--- config.mk ---
export PLATFORM = sky130hd
export DESIGN_NAME = sequenciador_menor_custo_flat
export DESIGN_NICKNAME = d
export VERILOG_FILES = /design/src/rtl/sequenciador_menor_custo_if.sv /design/src/rtl/sequenciador_menor_custo.sv /design/src/flat_wrapper.sv
export SDC_FILE = /design/constraint.sdc
export NUM_CORES = 1
export LEC_CHECK = 0
export ABC_AREA = 0
export BUFFER_PORTS_ARGS = -buffer_cell sky130_fd_sc_hd__clkbuf_2
export CAP_MARGIN = 10
export CORE_MARGIN = 3
export CORE_UTILIZATION = 43
export CTS_CLUSTER_DIAMETER = 150
export DETAILED_ROUTE_END_ITERATION = 10
export PLACE_DENSITY = 0.81
export RECOVER_POWER = 25
export SLEW_MARGIN = 10
export SYNTH_ARGS = -nofsm -noshare
export SYNTH_HDL_FRONTEND = slang
export SYNTH_SLANG_ARGS = --single-unit
--- constraint.sdc ---
create_clock -name clk -period 3.14 [get_ports clk]
set_clock_uncertainty 0.2 [all_clocks]
set_input_delay 0.157 -clock clk [delete_from_list [all_inputs] [get_ports clk]]
set_output_delay 0.157 -clock clk [all_outputs]
set_load 0.005 [all_outputs]
--- src/rtl/sequenciador_menor_custo_if.sv ---
// Memory-read and min-comparator bus between the minimum-cost sequencer (master)
// and the cost RAM / comparator pair (slave).
interface sequenciador_menor_custo_if #(
   parameter int unsigned DATA_WIDTH     = 8,
   parameter int unsigned NUM_COMPARADOR = 8,
   parameter int unsigned ADDR_WIDTH     = 4
);
   logic                                 rd_en_out;
   logic [ADDR_WIDTH-1:0]                rd_addr_out;
   logic [DATA_WIDTH*NUM_COMPARADOR-1:0] rd_data_in;
   logic                                 cmp_iniciar_out;
   logic                                 cmp_atualizar_out;
   logic [DATA_WIDTH*NUM_COMPARADOR-1:0] cmp_data_out;
   logic [DATA_WIDTH-1:0]                cmp_min_in;

   modport master (
      output rd_en_out, rd_addr_out, cmp_iniciar_out, cmp_atualizar_out, cmp_data_out,
      input  rd_data_in, cmp_min_in
   );

   modport slave (
      input  rd_en_out, rd_addr_out, cmp_iniciar_out, cmp_atualizar_out, cmp_data_out,
      output rd_data_in, cmp_min_in
   );
endinterface

--- src/rtl/sequenciador_menor_custo.sv ---
// Two-pass minimum-cost search: pass 1 streams the cost RAM through the comparator,
// pass 2 rescans it to locate the first entry equal to the latched minimum.
module sequenciador_menor_custo #(
   parameter int unsigned DATA_WIDTH     = 8,
   parameter int unsigned NUM_COMPARADOR = 8,
   parameter int unsigned NUM_PALAVRAS   = 16,
   parameter int unsigned ADDR_WIDTH     = 4,
   parameter int unsigned IDX_WIDTH      = 7
) (
   input  logic                        clk,
   input  logic                        rst_n,
   input  logic                        start_in,
   output logic                        busy_out,
   output logic                        done_out,
   sequenciador_menor_custo_if.master  bus,
   output logic [DATA_WIDTH-1:0]       min_out,
   output logic [IDX_WIDTH-1:0]        idx_out,
   output logic                        found_out
);

   typedef enum logic [2:0] {IDLE, CLEAR, SCAN, DRAIN, LOCATE, DONE} state_t;

   localparam logic [ADDR_WIDTH-1:0] LAST_ADDR = ADDR_WIDTH'(NUM_PALAVRAS - 1);
   localparam logic [DATA_WIDTH-1:0] INF       = '1;

   state_t                  state, state_nx;
   logic [ADDR_WIDTH-1:0]   rd_addr_q;
   logic [ADDR_WIDTH-1:0]   data_addr_q;
   logic                    scan_vld_q;
   logic                    loc_vld_q;
   logic                    drain_q;
   logic                    issued_all_q;
   logic                    rd_en;
   logic                    hit;
   logic [IDX_WIDTH-1:0]    hit_lane;

   // Lowest lane wins on ties, so the first match in scan order is kept.
   always_comb begin
      hit      = 1'b0;
      hit_lane = '0;
      for (int unsigned i = 0; i < NUM_COMPARADOR; i++) begin
         if (!hit && bus.rd_data_in[DATA_WIDTH*i +: DATA_WIDTH] == min_out) begin
            hit      = 1'b1;
            hit_lane = IDX_WIDTH'(i);
         end
      end
   end

   always_comb begin
      rd_en    = (state == SCAN) || (state == LOCATE && !issued_all_q);
      state_nx = state;
      case (state)
         IDLE:   if (start_in) state_nx = CLEAR;
         CLEAR:  state_nx = SCAN;
         SCAN:   if (rd_addr_q == LAST_ADDR) state_nx = DRAIN;
         DRAIN:  if (drain_q) state_nx = (bus.cmp_min_in == INF) ? DONE : LOCATE;
         LOCATE: if (loc_vld_q && (hit || data_addr_q == LAST_ADDR)) state_nx = DONE;
         DONE:   state_nx = IDLE;
         default: state_nx = IDLE;
      endcase
   end

   assign busy_out              = (state == CLEAR) || (state == SCAN) ||
                                  (state == DRAIN) || (state == LOCATE);
   assign done_out              = (state == DONE);
   assign bus.rd_en_out         = rd_en;
   assign bus.rd_addr_out       = rd_addr_q;
   assign bus.cmp_iniciar_out   = (state == CLEAR);
   assign bus.cmp_atualizar_out = scan_vld_q;
   assign bus.cmp_data_out      = scan_vld_q ? bus.rd_data_in : '1;

   always_ff @(posedge clk or negedge rst_n) begin
      if (!rst_n) begin
         state        <= IDLE;
         rd_addr_q    <= '0;
         data_addr_q  <= '0;
         scan_vld_q   <= 1'b0;
         loc_vld_q    <= 1'b0;
         drain_q      <= 1'b0;
         issued_all_q <= 1'b0;
         min_out      <= '1;
         idx_out      <= '0;
         found_out    <= 1'b0;
      end else begin
         state       <= state_nx;
         scan_vld_q  <= (state == SCAN);
         loc_vld_q   <= (state == LOCATE) && rd_en;
         data_addr_q <= rd_addr_q;
         drain_q     <= (state == DRAIN) && !drain_q;

         if (state != SCAN && state != LOCATE)
            rd_addr_q <= '0;
         else if (rd_en && rd_addr_q != LAST_ADDR)
            rd_addr_q <= rd_addr_q + 1'b1;

         // Saturated address alone cannot tell whether the last word was issued.
         if (state != LOCATE)
            issued_all_q <= 1'b0;
         else if (rd_en && rd_addr_q == LAST_ADDR)
            issued_all_q <= 1'b1;

         if (state == DRAIN && drain_q) begin
            min_out <= bus.cmp_min_in;
            if (bus.cmp_min_in == INF) begin
               found_out <= 1'b0;
               idx_out   <= '0;
            end
         end

         if (state == LOCATE && loc_vld_q) begin
            if (hit) begin
               idx_out   <= IDX_WIDTH'(data_addr_q) * IDX_WIDTH'(NUM_COMPARADOR) + hit_lane;
               found_out <= 1'b1;
            end else if (data_addr_q == LAST_ADDR) begin
               idx_out   <= '0;
               found_out <= 1'b0;
            end
         end
      end
   end

endmodule

--- src/flat_wrapper.sv ---
// flat-port wrapper written by rule: the top's interface ports become plain ports
module sequenciador_menor_custo_flat 
#(
   parameter int unsigned DATA_WIDTH     = 8,
   parameter int unsigned NUM_COMPARADOR = 8,
   parameter int unsigned NUM_PALAVRAS   = 16,
   parameter int unsigned ADDR_WIDTH     = 4,
   parameter int unsigned IDX_WIDTH      = 7
)
  (clk, rst_n, start_in, busy_out, done_out, min_out, idx_out, found_out, bus_rd_en_out, bus_rd_addr_out, bus_cmp_iniciar_out, bus_cmp_atualizar_out, bus_cmp_data_out, bus_rd_data_in, bus_cmp_min_in);
  sequenciador_menor_custo_if #(.DATA_WIDTH(DATA_WIDTH), .NUM_COMPARADOR(NUM_COMPARADOR), .ADDR_WIDTH(ADDR_WIDTH)) bus_i ();
  input  logic clk;
  input  logic rst_n;
  input  logic start_in;
  output logic busy_out;
  output logic done_out;
  output logic [DATA_WIDTH-1:0] min_out;
  output logic [IDX_WIDTH-1:0] idx_out;
  output logic found_out;
  output wire logic [$bits(bus_i.rd_en_out)-1:0] bus_rd_en_out;
  output wire logic [$bits(bus_i.rd_addr_out)-1:0] bus_rd_addr_out;
  output wire logic [$bits(bus_i.cmp_iniciar_out)-1:0] bus_cmp_iniciar_out;
  output wire logic [$bits(bus_i.cmp_atualizar_out)-1:0] bus_cmp_atualizar_out;
  output wire logic [$bits(bus_i.cmp_data_out)-1:0] bus_cmp_data_out;
  input wire logic [$bits(bus_i.rd_data_in)-1:0] bus_rd_data_in;
  input wire logic [$bits(bus_i.cmp_min_in)-1:0] bus_cmp_min_in;
  assign bus_rd_en_out = bus_i.rd_en_out;
  assign bus_rd_addr_out = bus_i.rd_addr_out;
  assign bus_cmp_iniciar_out = bus_i.cmp_iniciar_out;
  assign bus_cmp_atualizar_out = bus_i.cmp_atualizar_out;
  assign bus_cmp_data_out = bus_i.cmp_data_out;
  assign bus_i.rd_data_in = bus_rd_data_in;
  assign bus_i.cmp_min_in = bus_cmp_min_in;
  sequenciador_menor_custo #(.DATA_WIDTH(DATA_WIDTH), .NUM_COMPARADOR(NUM_COMPARADOR), .NUM_PALAVRAS(NUM_PALAVRAS), .ADDR_WIDTH(ADDR_WIDTH), .IDX_WIDTH(IDX_WIDTH)) u_core (.clk(clk), .rst_n(rst_n), .start_in(start_in), .busy_out(busy_out), .done_out(done_out), .bus(bus_i), .min_out(min_out), .idx_out(idx_out), .found_out(found_out));
endmodule
==> metrics.txt <==
outcome=complete, but fails checks; failing checks=max-capacitance violations, max-slew violations; largest net degree at the start of global routing=66; clk buf depth=2; sequential cell area=787.0 µm²; number of hold violations in the final report=0; most common cell after layout, fill and taps aside=clkbuf_2; Final setup viols=0; area of the multi-input gates=0.001630 mm²; Clock transition at path regs=0.07 ns; # DRC=0; drt pass-1 iters=5; overall die height=83.05 µm; CTS root buf=clkbuf_8; Seq/Total Area, Yosys=30.78%; chip width=83.05 µm; top_reg_cell synth=dfrtp_1; Netlist cell types=43; # IOs=164; Hold Buf Count CTS=9; GR Util All Layers=23.27%; Layout area overhead=38.87%; Worst Tran Pin Value=1.607 ns; fill count=507; Routed Antenna Nets=0; commonest non-fill, non-tap cells in the layout=clkbuf_2, nand2b_1, xor2_1, xnor2_1, dfrtp_1; initial DRC count=101; RSZ-0062 raised after global routing=no; Placer Congestion=0.8785; synthesized flop and latch total=31; Post-Syn Nets=355; row count=27; Post-CTS Setup Repair Bufs=0; leakage=1.752 nW; setup TNS=0 ns; Tightest Hold Check Type=flop to flop; Mean Syn Cell Area=9.149 µm²; CP arrival=2.71 ns; Final Cycle Share=85.63%; Final nets=516; initial antenna violation count=0; Req. time, crit path=3.16 ns; WL/cell=15.99 µm; clk_lat worst skew=0.28 ns; Ys Warns=0; CTS-repair resized insts=0; pins over their slew limit=32; starting density of the core=45.24%; clock sinks=31; CTS tree=built; Worst Setup End Kind=flop; TritonCTS Buffers=5; DR vias=2,584; die area=0.006896 mm²; vias in the first global route=2,551; port bufs=163; async set or reset register ratio after synthesis=100.0%; Final HPWL DP=6.735 mm; H-tree Lvls=2; MaxCap Viol Count=1; min Tclk post-route=2.689 ns; Syn Inst Count=279; Worst Path Class, Setup=flop to flop; PwrDens=728.7 mW/mm²; mapped cell area=0.002552 mm²; final wirelength=8.203 mm; antenna cell count=0; worst relative slew slack=-7.129%; Critical Path Source Type=flop; fraction of layout instances using a drive strength above 1=43.99%; Hold WS=0.2590 ns; Vias/cell=5.037; Peak VDD IR=0.5002 mV; first-pass GRT wire length=12.86 mm; Critical Path Fanout Max=10; Post-synth EDFFs=0; highest clock rate=0.3719 GHz; Core Region=0.005642 mm²; gr ovfl total=0
## kinds of logic (layout without fill, tap and decap cells)
logic type	count (synthesis)	after routing	synth area share (%)
simple gates	129	129	30.29
xor+xnor	67	67	22.99
flops	31	31	30.78
buf+inv	22	184	5.343
compound gates	20	20	6.177
mux	9	9	3.922
fa+ha+maj	1	1	0.4901
## per-layer routing
layer / vias up / GRT usage [%] / share of wire, %
li1: 1258 / - / -
met1: 1224 / 27.59 / 41
met2: 95 / 40.82 / 51
met3: 7 / 5.952 / 7.0
met4: 0 / 7.578 / 1.1
met5: - / 0 / 0
## synth_stat cells (8+ instances only)
| library cell | instances | area [µm²] |
|---|---|---|
| clkbuf_1 | 10 | 37.54 |
| dfrtp_1 | 23 | 575.6 |
| dfstp_2 | 8 | 210.2 |
| mux2_2 | 8 | 90.09 |
| nand2_1 | 14 | 52.55 |
| nand2b_1 | 64 | 400.4 |
| nand4_1 | 9 | 56.30 |
| nor2_1 | 9 | 33.78 |
| nor4_1 | 10 | 62.56 |
| xnor2_1 | 26 | 227.7 |
| xor2_1 | 41 | 359.1 |
## final timing paths
path / start / to / cells after the start / slack [ns]
setup / recovery: u_core.min_out[1] / u_core.idx_out[6] / 7 / 0.45
hold / removal: u_core.bus.rd_addr_out[1] / u_core.data_addr_q[1] / 0 / 0.26
setup reg to reg: u_core.min_out[1] / u_core.idx_out[6] / 7 / 0.45
hold reg to reg: u_core.bus.rd_addr_out[1] / u_core.data_addr_q[1] / 0 / 0.26
max in group asynchronous: rst_n / u_core.bus.cmp_atualizar_out / 2 / 1.08
min in group asynchronous: rst_n / u_core.data_addr_q[0] / 2 / 0.61
## power by group
part,internal (mW),switching [mW],leakage [nW]
combinational,0.667,0.528,1.31
clock,0.256,0.146,0.0612
sequential,0.559,0.426,0.386
total,1.48,1.10,1.75
## final cells by class
| cell class | count | area share (%) |
|---|---|---|
| sequential | 31 | 22.20 |
| clock inverter | 2 | 0.9884 |
| inverter | 3 | 0.3177 |
| tap | 72 | 2.541 |
| multi-input combinational | 226 | 45.99 |
| clock buffer | 6 | 2.330 |
| timing repair buffer | 173 | 25.63 |
## state kept, by name, summed over array words and instances (netlist names)
register                      flops
u_core.data_addr_q                4
u_core.idx_out                    7
u_core.bus.rd_addr_out            4
u_core.found_out                  1
u_core.state                      3
u_core.bus.cmp_atualizar_out      1
u_core.loc_vld_q                  1
u_core.drain_q                    1
u_core.min_out                    8
u_core.issued_all_q               1
## per-stage QoR
step	util [%]	area (µm²)	total power, mW	setup WS [ns]	cells
after detailed placement	59.24	3342	2.191	0.4667	496
after floorplan	-	2552	1.707	0.6640	279
after global placement	59.24	3342	2.123	0.5648	496
final	62.83	3545	2.583	0.4511	513
after CTS	62.92	3550	2.616	0.4608	513
after global routing	62.83	3545	2.789	0.3460	513
## worst max-delay path, cell delays in order, from the launching register on
cell	delay, ns
dfstp_2	0.71
xor2_1	0.23
nor4_1	0.08
nand2_1	0.10
and4bb_1	0.22
or4b_4	0.51
o31ai_4	0.38
a22o_2	0.21
Power figures use the tool's default switching activity.
